[src/rtl/btn_debounce.sv]
`default_nettype none
// ============================================================================
// btn_debounce : two-flop synchronizer plus debounce FSM for a push-button;
//                yields a clean level, press/release pulses and a long-press pulse
// Revision     : 1.0
// ============================================================================
module btn_debounce #(
    parameter  int DB_CYCLES   = 2_000_000,
    parameter  int LONG_CYCLES = 100_000_000,
    localparam int CNT_W       = $clog2(LONG_CYCLES + 1)
) (
    input  logic clk,
    input  logic rst_n,
    input  logic btn_raw,
    output logic btn_level,
    output logic press_pulse,
    output logic release_pulse,
    output logic long_pulse
);

    localparam logic [CNT_W-1:0] C_DB_LAST   = CNT_W'(DB_CYCLES - 1);
    localparam logic [CNT_W-1:0] C_LONG_LAST = CNT_W'(LONG_CYCLES - 1);
    localparam logic [CNT_W-1:0] C_LONG_MAX  = CNT_W'(LONG_CYCLES);
    localparam logic [CNT_W-1:0] C_ONE       = CNT_W'(1);

    typedef enum logic [1:0] {
        ST_IDLE      = 2'd0,
        ST_ARMING    = 2'd1,
        ST_PRESSED   = 2'd2,
        ST_RELEASING = 2'd3
    } state_t;

    logic             sync_s1_q;
    logic             sync_s2_q;
    state_t           state_q,     state_d;
    logic [CNT_W-1:0] db_cnt_q,    db_cnt_d;
    logic [CNT_W-1:0] hold_cnt_q,  hold_cnt_d;
    logic             long_done_q, long_done_d;
    logic             level_q,     level_d;
    logic             press_q,     press_d;
    logic             release_q,   release_d;
    logic             long_q,      long_d;

    always_ff @(posedge clk or negedge rst_n) begin
        if (!rst_n) begin
            sync_s1_q <= 1'b0;
            sync_s2_q <= 1'b0;
        end else begin
            sync_s1_q <= btn_raw;
            sync_s2_q <= sync_s1_q;
        end
    end

    always_ff @(posedge clk or negedge rst_n) begin
        if (!rst_n) begin
            state_q     <= ST_IDLE;
            db_cnt_q    <= '0;
            hold_cnt_q  <= '0;
            long_done_q <= 1'b0;
            level_q     <= 1'b0;
            press_q     <= 1'b0;
            release_q   <= 1'b0;
            long_q      <= 1'b0;
        end else begin
            state_q     <= state_d;
            db_cnt_q    <= db_cnt_d;
            hold_cnt_q  <= hold_cnt_d;
            long_done_q <= long_done_d;
            level_q     <= level_d;
            press_q     <= press_d;
            release_q   <= release_d;
            long_q      <= long_d;
        end
    end

    always_comb begin
        state_d     = state_q;
        db_cnt_d    = db_cnt_q;
        hold_cnt_d  = hold_cnt_q;
        long_done_d = long_done_q;
        level_d     = level_q;
        press_d     = 1'b0;
        release_d   = 1'b0;
        long_d      = 1'b0;

        case (state_q)
            ST_IDLE: begin
                if (sync_s2_q) begin
                    state_d  = ST_ARMING;
                    db_cnt_d = '0;
                end
            end

            ST_ARMING: begin
                if (!sync_s2_q) begin
                    state_d = ST_IDLE;
                end else if (db_cnt_q == C_DB_LAST) begin
                    state_d     = ST_PRESSED;
                    level_d     = 1'b1;
                    press_d     = 1'b1;
                    hold_cnt_d  = '0;
                    long_done_d = 1'b0;
                end else begin
                    db_cnt_d = db_cnt_q + C_ONE;
                end
            end

            ST_PRESSED: begin
                // Saturate so a button held indefinitely can never re-trigger long_pulse.
                if (hold_cnt_q != C_LONG_MAX) begin
                    hold_cnt_d = hold_cnt_q + C_ONE;
                end
                if ((hold_cnt_q == C_LONG_LAST) && !long_done_q) begin
                    long_d      = 1'b1;
                    long_done_d = 1'b1;
                end
                if (!sync_s2_q) begin
                    state_d  = ST_RELEASING;
                    db_cnt_d = '0;
                end
            end

            ST_RELEASING: begin
                if (sync_s2_q) begin
                    state_d = ST_PRESSED;
                end else if (db_cnt_q == C_DB_LAST) begin
                    state_d   = ST_IDLE;
                    level_d   = 1'b0;
                    release_d = 1'b1;
                end else begin
                    db_cnt_d = db_cnt_q + C_ONE;
                end
            end

            default: begin
                state_d = ST_IDLE;
            end
        endcase
    end

    assign btn_level     = level_q;
    assign press_pulse   = press_q;
    assign release_pulse = release_q;
    assign long_pulse    = long_q;

endmodule
`default_nettype wire

[config.mk]
export PLATFORM = sky130hd
export DESIGN_NAME = btn_debounce
export DESIGN_NICKNAME = d
export VERILOG_FILES = /design/src/rtl/btn_debounce.sv
export SDC_FILE = /design/constraint.sdc
export NUM_CORES = 1
export LEC_CHECK = 0
export CELL_PAD_IN_SITES_DETAIL_PLACEMENT = 1
export CELL_PAD_IN_SITES_GLOBAL_PLACEMENT = 1
export CORE_ASPECT_RATIO = 0.75
export CORE_UTILIZATION = 52
export CTS_CLUSTER_DIAMETER = 40
export DETAILED_ROUTE_END_ITERATION = 12
export PLACE_DENSITY = 0.95
export RECOVER_POWER = 25
export SYNTH_ARGS = -nofsm -noshare
export SYNTH_HDL_FRONTEND = slang
export SYNTH_SLANG_ARGS = --single-unit
[constraint.sdc]
create_clock -name clk -period 3.75 [get_ports clk]
set_clock_uncertainty 0.15 [all_clocks]
set_input_delay 0.5625 -clock clk [delete_from_list [all_inputs] [get_ports clk]]
set_output_delay 0.5625 -clock clk [all_outputs]
set_load 0.05 [all_outputs]
==> results of run 1 <==
power by group through the flow:
stage	Combinational [mW]	Clock (mW)	Sequential [mW]
global placement	0.0443	0	0.711
CTS	0.0481	0.510	0.699
finish	0.0470	0.504	0.699
detailed placement	0.0475	0	0.712
global route	0.0528	0.546	0.699
floorplan	0.0250	0	0.707
worst max path at each step:
| stage | from | to |
|---|---|---|
| floorplan | hold_cnt_q[0] | hold_cnt_q[14] |
| global placement | hold_cnt_q[8] | hold_cnt_q[23] |
| detailed placement | hold_cnt_q[8] | hold_cnt_q[21] |
| CTS | hold_cnt_q[8] | hold_cnt_q[21] |
| global route | db_cnt_q[23] | hold_cnt_q[24] |
| finish | hold_cnt_q[8] | hold_cnt_q[23] |
registers in the layout (all words and copies together), names as in the netlist, named ones only:
register / count
db_cnt_q: 27
hold_cnt_q: 27
btn_level: 1
long_done_q: 1
long_pulse: 1
press_pulse: 1
release_pulse: 1
state_q: 1
sync_s1_q: 1
sync_s2_q: 1
cells by family (layout without fill, tap and decap cells):
kind of cell / count (synthesis) / after routing / share of synthesized area [%]
simple gates: 191 / 191 / 30.62
flops: 63 / 63 / 46.55
compound gates: 46 / 46 / 9.014
xor+xnor: 29 / 29 / 7.499
buf+inv: 23 / 37 / 2.771
mux: 8 / 8 / 2.438
fa+ha+maj: 3 / 3 / 1.108
cell type report:
| cell class | instances | area share (%) |
|---|---|---|
| repair buffers | 10 | 2.280 |
| inverters | 11 | 1.123 |
| flip-flops and latches | 63 | 42.87 |
| multi-input cells | 277 | 46.68 |
| clock buffers | 12 | 3.675 |
| clock inverters | 4 | 0.6125 |
| well taps | 81 | 2.756 |
metrics by stage:
step | instances | worst slack, ns | hold slack, ns
after global placement | 442 | 1.478 | 0.1811
after CTS | 458 | 1.307 | 0.1285
final | 458 | 1.261 | 0.2300
after detailed placement | 442 | 1.297 | 0.2155
after global routing | 458 | 1.110 | 0.2331
after floorplan | 363 | 1.646 | 0.1169
per-layer routing:
layer / track usage [%] / vias to the layer above
li1: - / 1329
met1: 41.25 / 1502
met2: 46.11 / 111
met3: 8.910 / 28
met4: 11.11 / 0
met5: 0 / -
synth_stat cells, types with 4 or more instances:
master,n
sky130_fd_sc_hd__a21oi_1,12
sky130_fd_sc_hd__and2_1,4
sky130_fd_sc_hd__and3_1,12
sky130_fd_sc_hd__clkbuf_1,8
sky130_fd_sc_hd__dfrtp_1,63
sky130_fd_sc_hd__inv_1,11
sky130_fd_sc_hd__mux2i_1,6
sky130_fd_sc_hd__nand2_1,29
sky130_fd_sc_hd__nand3_1,26
sky130_fd_sc_hd__nand4_1,19
sky130_fd_sc_hd__nor2_1,45
sky130_fd_sc_hd__nor3_1,9
sky130_fd_sc_hd__nor4_1,5
sky130_fd_sc_hd__nor4b_1,8
sky130_fd_sc_hd__o211ai_1,4
sky130_fd_sc_hd__o21ai_0,12
sky130_fd_sc_hd__or3_1,8
sky130_fd_sc_hd__or4_1,6
sky130_fd_sc_hd__xnor2_1,12
sky130_fd_sc_hd__xor2_1,17
layout by cell type (no fill, tap or decap), types with 6 or more instances in the layout:
| cell type | synthesis | routed |
|---|---|---|
| sky130_fd_sc_hd__dfrtp_1 | 63 | 63 |
| sky130_fd_sc_hd__nor2_1 | 45 | 45 |
| sky130_fd_sc_hd__nand2_1 | 29 | 29 |
| sky130_fd_sc_hd__nand3_1 | 26 | 26 |
| sky130_fd_sc_hd__nand4_1 | 19 | 19 |
| sky130_fd_sc_hd__xor2_1 | 17 | 17 |
| sky130_fd_sc_hd__and3_1 | 12 | 12 |
| sky130_fd_sc_hd__xnor2_1 | 12 | 12 |
| sky130_fd_sc_hd__o21ai_0 | 12 | 12 |
| sky130_fd_sc_hd__a21oi_1 | 12 | 12 |
| sky130_fd_sc_hd__inv_1 | 11 | 11 |
| sky130_fd_sc_hd__nor3_1 | 9 | 9 |
| sky130_fd_sc_hd__clkbuf_8 | 0 | 9 |
| sky130_fd_sc_hd__nor4b_1 | 8 | 8 |
| sky130_fd_sc_hd__or3_1 | 8 | 8 |
| sky130_fd_sc_hd__or4_1 | 6 | 6 |
| sky130_fd_sc_hd__mux2i_1 | 6 | 6 |
==> metrics.log, run 1 <==
INFO  metric status = finished with violations
INFO  metric failed_checks = max-capacitance violations, max-slew violations
INFO  metric cts-hold-fix-buffers = 0
INFO  metric fin_util = approximately three fifths
INFO  metric setup.reg_to_reg.worst_slack = between 1 and 1.5 ns
INFO  metric global_route_wire_length_before_repair = between 15000 and 20000 um
INFO  metric grt_remaining_overflow = 0
INFO  metric syn_inst = roughly 360
INFO  metric drt_pre_antenna_iters = 5
INFO  metric rr_endpoint = hold_cnt_q[23]
INFO  metric holdCritPathClass = reg2reg
INFO  metric num_rows = 25
INFO  metric detailroute.wirelength.met3 = 564 um
INFO  metric timing.critical_path.max_delay_family = simple AND/OR/NAND/NOR gates
INFO  metric crit_path_end_kind = register
INFO  metric route.detailed.drc = 0
INFO  metric maxSlewViolCount = 32
INFO  metric area.growth.synth_to_final = 8.570%
INFO  metric crit_path_max_fanout = 8
INFO  metric synth_enable_flop_cells = 0
INFO  metric cts_max_level = 3
INFO  metric post_synthesis_net_count = approximately 370
INFO  metric grt_usage = 30.32%
INFO  metric min_delay_path_depth = 0
INFO  metric post_synth_main_area_contributors = sky130_fd_sc_hd__dfrtp_1, sky130_fd_sc_hd__nor2_1, sky130_fd_sc_hd__xor2_1
INFO  metric design.die.area = 0.006844 mm2
INFO  metric placeableCoreArea = around 0.0063 mm2
INFO  metric detailroute.via_count = slightly below 3000
INFO  metric synth_cell_types = between 40 and 50
INFO  metric worst_margin_slew = 1.649 ns
INFO  metric yosysSeqAreaShare = a little under half
INFO  metric seq_power_share = 55.9%
INFO  metric share_comb_of_total_power = between 3 and 4%
INFO  metric ys_seq_elements = 63
INFO  metric critical_path_buf_inv_count = 0
INFO  metric max-cap-violations = 1
INFO  metric finalHoldViolCount = 0
INFO  metric layout.area.seq = ~0.0016 mm2
INFO  metric post_route_cells_drive_above_1_share = roughly 8.2%
INFO  metric worstSetupStartpointType = register
INFO  metric clock_power_share = between 40 and 50%
INFO  metric switching_power = 0.3123 mW
INFO  metric clkSlewWorstSetupHoldPaths = ~0.070 ns
INFO  metric ant_nets = 0
INFO  metric routed_wirelength = 9504 um
INFO  metric via_count_of_the_first_global_routing_pass = around 3100
INFO  metric clock-sinks = 63
INFO  metric fin_crit_sh = about two thirds
INFO  metric layout.filler_cells = about 730
INFO  metric totalPowerFinal = between 1 and 1.5 mW
INFO  metric detail_routed_net_length_per_standard_cell = 20.75 um
INFO  metric max-slew-margin-rel = -9.905%
INFO  metric cts_inserted_buffers = 9
INFO  metric clock_tree.root_cell = sky130_fd_sc_hd__clkbuf_8
INFO  metric grt_max_degree = 34
INFO  metric crit_path_cell_chain = nand4_1 -> nor4_1 -> nand3_1 -> xnor2_1 -> nor2_1
INFO  metric synth_top_cell_by_area = sky130_fd_sc_hd__dfrtp_1
INFO  metric ioPinCount = 7
INFO  metric finalSetupViolCount = 0
INFO  metric place.port_buffers = 6
INFO  metric dp.final_hpwl = around 6400 um
INFO  metric final_net_count = around 380
INFO  metric post_cts_resize_count = 0
INFO  metric cts_tree = done
INFO  metric initial_utilization = 53.87%
INFO  metric critical_path.max_stage_delay = 1.03 ns
INFO  metric clk_path_buf_depth = 2
INFO  metric leakage = 1.566 nW
INFO  metric worst_path_max_delay_cell = sky130_fd_sc_hd__nor4_1
INFO  metric crit_type = reg2reg
INFO  metric rsz0062_at_grt = no
INFO  metric asyncSetResetFlopFracSynth = 100.0%
INFO  metric routed-wl-met2 = 4515 um
INFO  metric insertedDiodeCount = 0
INFO  metric cp.depth = 5
INFO  metric post_drt_via_cell_ratio = 6.485
INFO  metric power-per-cell-area = between 300 and 400 mW/mm2
INFO  metric setup_tns = 0 ns
INFO  metric multi_input_area = 0.001717 mm2
INFO  metric cell_area_after_placement = between 0.003 and 0.004 mm2
INFO  metric internal_power = ~0.94 mW
INFO  metric route.top_layer_used = met4
INFO  metric syn_area_per_cell = slightly above 9 um2
INFO  metric wirelength_met1 = about 4200 um
INFO  metric clock.fmax = ~400 MHz
INFO  metric die_w = roughly 95 um
INFO  metric cp.required = 3.83 ns
INFO  metric source_to_sink_clock_delay_at_the_later_pin_of_the_worst_skew_pair = 0.35 ns
INFO  metric detail_route.iter0.violations = between 200 and 250
INFO  metric vdd.ir_drop.worst = 0.2123 mV
INFO  metric routabilityCongestion = slightly below 0.9
INFO  metric fin_area = 0.003677 mm2
INFO  metric synthDominantCellAreaShare = approximately 47%
INFO  metric synth_warnings = 0
INFO  metric antenna_violations_before_repair = 0
INFO  metric arrival = 2.57 ns
INFO  metric worst_hold_startpoint = sync_s1_q
INFO  metric cts_setup_buffers = 0
INFO  metric fin_crit = approximately 2.5 ns
INFO  metric net_switching_share_of_the_total_power = between 20% and 30%
INFO  metric post_synth_instance_area = between 0.003 and 0.004 mm2
INFO  metric r2r_cells = 5
INFO  metric min_to = sync_s2_q
INFO  metric die-height = slightly above 70 um
INFO  metric rr_startpoint = hold_cnt_q[8]
INFO  metric dominantRegCellSynth = sky130_fd_sc_hd__dfrtp_1
No activity file was read; power rests on OpenSTA's default activity.
==> run 2: changes to the inputs <==
--- a/config.mk
+++ b/config.mk
@@ -8,10 +8,10 @@
 export CELL_PAD_IN_SITES_DETAIL_PLACEMENT = 1
 export CELL_PAD_IN_SITES_GLOBAL_PLACEMENT = 1
 export CORE_ASPECT_RATIO = 0.75
-export CORE_UTILIZATION = 52
+export CORE_UTILIZATION = 48
 export CTS_CLUSTER_DIAMETER = 40
 export DETAILED_ROUTE_END_ITERATION = 12
-export PLACE_DENSITY = 0.95
+export PLACE_DENSITY = 0.9
 export RECOVER_POWER = 25
 export SYNTH_ARGS = -nofsm -noshare
 export SYNTH_HDL_FRONTEND = slang
==> constraint.sdc (replaced) <==
create_clock -name clk -period 2.5 [get_ports clk]
set_clock_uncertainty 0.15 [all_clocks]
set_input_delay 0.375 -clock clk [delete_from_list [all_inputs] [get_ports clk]]
set_output_delay 0.375 -clock clk [all_outputs]
set_load 0.05 [all_outputs]
==> run 2 against run 1 <==
Compared with the run above: critical path type unchanged; critical path depth up 1; the run now ends clean; combinational power rose by 60%; setup slack lost 1.1 ns; critical endpoint is now hold_cnt_q[11]; sequential power is 50% higher; non-clock buffer count up 13; power is 61% higher; count of clock-buffer cells in the layout is 1 higher.
==> metrics.log, run 2 (synthesized netlist as in run 1, its figures left out) <==
INFO  metric source_to_sink_clock_delay_at_the_later_pin_of_the_worst_skew_pair = 0.35 ns (about the same)
INFO  metric detail_routed_net_length_per_standard_cell = 19.72 um (was 20.75 um)
INFO  metric clock_tree.root_cell = sky130_fd_sc_hd__clkbuf_8 (unchanged)
INFO  metric cts_tree = done (unchanged)
INFO  metric place.port_buffers = 6 (unchanged)
INFO  metric routabilityCongestion = 0.8516 (was 0.8703)
INFO  metric grt_util_met1 = 37.05% (was 41.25%)
INFO  metric crit_type = reg2reg (unchanged)
INFO  metric ioPinCount = 7 (unchanged)
INFO  metric clkSlewWorstSetupHoldPaths = 0.07 ns (about the same)
INFO  metric post_route_cells_drive_above_1_share = 11.28% (was 8.223%)
INFO  metric final_net_count = 391 (was 378)
INFO  metric cts_inserted_buffers = 9 (unchanged)
INFO  metric status = completed (was finished with violations)
INFO  metric placeableCoreArea = 0.006832 mm2 (was 0.006287 mm2)
INFO  metric holdCritPathClass = reg2reg (unchanged)
INFO  metric dp.final_hpwl = 6455 um (was 6398 um)
INFO  metric crit_path_end_kind = register (unchanged)
INFO  metric biggestRegsByFlops = db_cnt_q (27), hold_cnt_q (27) (unchanged)
INFO  metric route.detailed.drc = 0 (unchanged)
INFO  metric grt_usage = 27.09% (was 30.32%)
INFO  metric preCtsSetupSlack = 0.1608 ns (was 1.297 ns)
INFO  metric num_rows = 26 (was 25)
INFO  metric power-per-cell-area = 524.0 mW/mm2 (was 339.9 mW/mm2)
INFO  metric routed_wirelength = 9348 um (was 9504 um)
INFO  metric cts_setup_buffers = 0 (unchanged)
INFO  metric via_count_of_the_first_global_routing_pass = 2984 (was 3122)
INFO  metric vdd.ir_drop.worst = 0.2877 mV (was 0.2123 mV)
INFO  metric layout.cells.most_common = sky130_fd_sc_hd__dfrtp_1 (unchanged)
INFO  metric clock.fmax = 421.9 MHz (was 401.8 MHz)
INFO  metric global_route_wire_length_before_repair = 15310 um (was 15550 um)
INFO  metric use_met2 = 42.81% (was 46.11%)
INFO  metric setup_tns = 0 ns (unchanged)
INFO  metric finalHoldViolCount = 0 (unchanged)
INFO  metric post_drt_via_cell_ratio = 6.350 (was 6.485)
INFO  metric grt_remaining_overflow = 0 (unchanged)
INFO  metric detail_route.iter0.violations = 245 (was 241)
INFO  metric layout.cells.most_common_list = sky130_fd_sc_hd__dfrtp_1, sky130_fd_sc_hd__nor2_1, sky130_fd_sc_hd__nand2_1 (unchanged)
INFO  metric global_route.peak_usage_layer = met2 (unchanged)
INFO  metric worst_margin_slew = 1.184 ns (was 1.649 ns)
INFO  metric detailroute.via_count = 3010 (was 2970)
INFO  metric finalSetupViolCount = 0 (unchanged)
INFO  metric die-height = 74.75 um (was 71.90 um)
INFO  metric clk_path_buf_depth = 2 (unchanged)
INFO  metric clock-sinks = 63 (unchanged)
INFO  metric fin_crit_sh = 94.82% (was 66.38%)
INFO  metric max-slew-margin-rel = 21.04% (was -9.905%)
INFO  metric drt_pre_antenna_iters = 5 (unchanged)
INFO  metric arrival = 2.46 ns (was 2.57 ns)
INFO  metric die_w = 99.00 um (was 95.19 um)
INFO  metric max-cap-violations = 0 (was 1)
INFO  metric layout.filler_cells = 787 (was 725)
INFO  metric initial_utilization = 49.58% (was 53.87%)
INFO  metric fin_crit = 2.370 ns (was 2.489 ns)
INFO  metric ant_nets = 0 (unchanged)
INFO  metric insertedDiodeCount = 0 (unchanged)
INFO  metric grt_max_degree = 25 (was 34)
INFO  metric postLayoutSetupSlackWorst = 0.1296 ns (was 1.261 ns)
INFO  metric antenna_violations_before_repair = 0 (unchanged)
INFO  metric cp.required = 2.59 ns (was 3.83 ns)
INFO  metric leakage = 1.648 nW (was 1.566 nW)
INFO  metric cts_max_level = 3 (unchanged)
INFO  metric crit_path_max_fanout = 20 (was 8)
INFO  metric maxSlewViolCount = 0 (was 32)
INFO  metric globalRouteMet3Util = 7.057% (was 8.910%)
INFO  metric area.growth.synth_to_final = 13.11% (was 8.570%)
INFO  metric worstSetupStartpointType = register (unchanged)
INFO  metric design.die.area = 0.007399 mm2 (was 0.006844 mm2)
[run 2: cell types whose count changed in the layout (fill, tap and decap cells not counted), sizes merged]
cell         before  now
clkinv            3    1
bufinv            0    1
dlygate4sd3       1    2
buf               4   15
clkbuf           13   15
[run 2: final cells by class]
| type | count | area (um2) | area share, % |
|---|---|---|---|
| Clock inverter | 3 | 42.54 | 1.110 |
| Clock buffer | 13 | 148.9 | 3.886 |
| Sequential cell | 63 | 1577 | 41.15 |
| Timing Repair Buffer | 23 | 193.9 | 5.062 |
| Tap cell | 84 | 105.1 | 2.743 |
| Inverter | 11 | 41.29 | 1.078 |
| Multi-Input combinational cell | 277 | 1723 | 44.97 |
[run 2: repair_timing]
item	4_1_cts	5_1_grt
endpoints found under the hold margin	20	0
setup endpoints to repair	0	24
gates resized for setup	0	1
hold buffers	1	0
[run 2: worst max-delay path, stage by stage (launching register included)]
cell,delay (ns)
sky130_fd_sc_hd__dfrtp_1,0.44
sky130_fd_sc_hd__or4_1,0.60
sky130_fd_sc_hd__nor4_2,0.34
sky130_fd_sc_hd__nand4_1,0.21
sky130_fd_sc_hd__nor2b_1,0.25
sky130_fd_sc_hd__buf_12,0.19
sky130_fd_sc_hd__nor2_1,0.07
[run 2: worst paths after layout]
path	from	cells after the start	slack, ns	to
max in group asynchronous	rst_n	3	0.46	db_cnt_q[16]
setup reg to reg	db_cnt_q[23]	6	0.13	hold_cnt_q[11]
hold reg to reg	sync_s1_q	0	0.21	sync_s2_q
setup / recovery	db_cnt_q[23]	6	0.13	hold_cnt_q[11]
hold / removal	sync_s1_q	0	0.21	sync_s2_q
min in group asynchronous	rst_n	2	0.63	hold_cnt_q[21]
[run 2: per-layer routing]
metal  routed length (um)  share of wire (%)  up-vias
met5                    0                  0        -
met4                  146                1.6        0
met3                  541                5.8       18
li1                     -                  -     1355
met1                 4399                 47     1531
met2                 4261                 46      106
[run 2: where the power goes]
| group | internal, mW | switching, mW |
|---|---|---|
| combinational | 0.0239 | 0.0513 |
| clock | 0.487 | 0.399 |
| sequential | 1.03 | 0.0155 |
| total | 1.54 | 0.465 |
[run 2: per-stage QoR]
stage	area, um2	utilization, %	hold WS, ns	std cells	total power [mW]
6_report	3831	56.08	0.2107	474	2.007
2_1_floorplan	3387	-	-0.07059	363	1.099
5_1_grt	3831	56.08	0.2186	474	2.078
3_5_place_dp	3627	53.10	0.1942	457	1.141
4_1_cts	3829	56.04	0.2064	474	2.034
3_3_place_gp	3627	53.10	0.1853	457	1.136
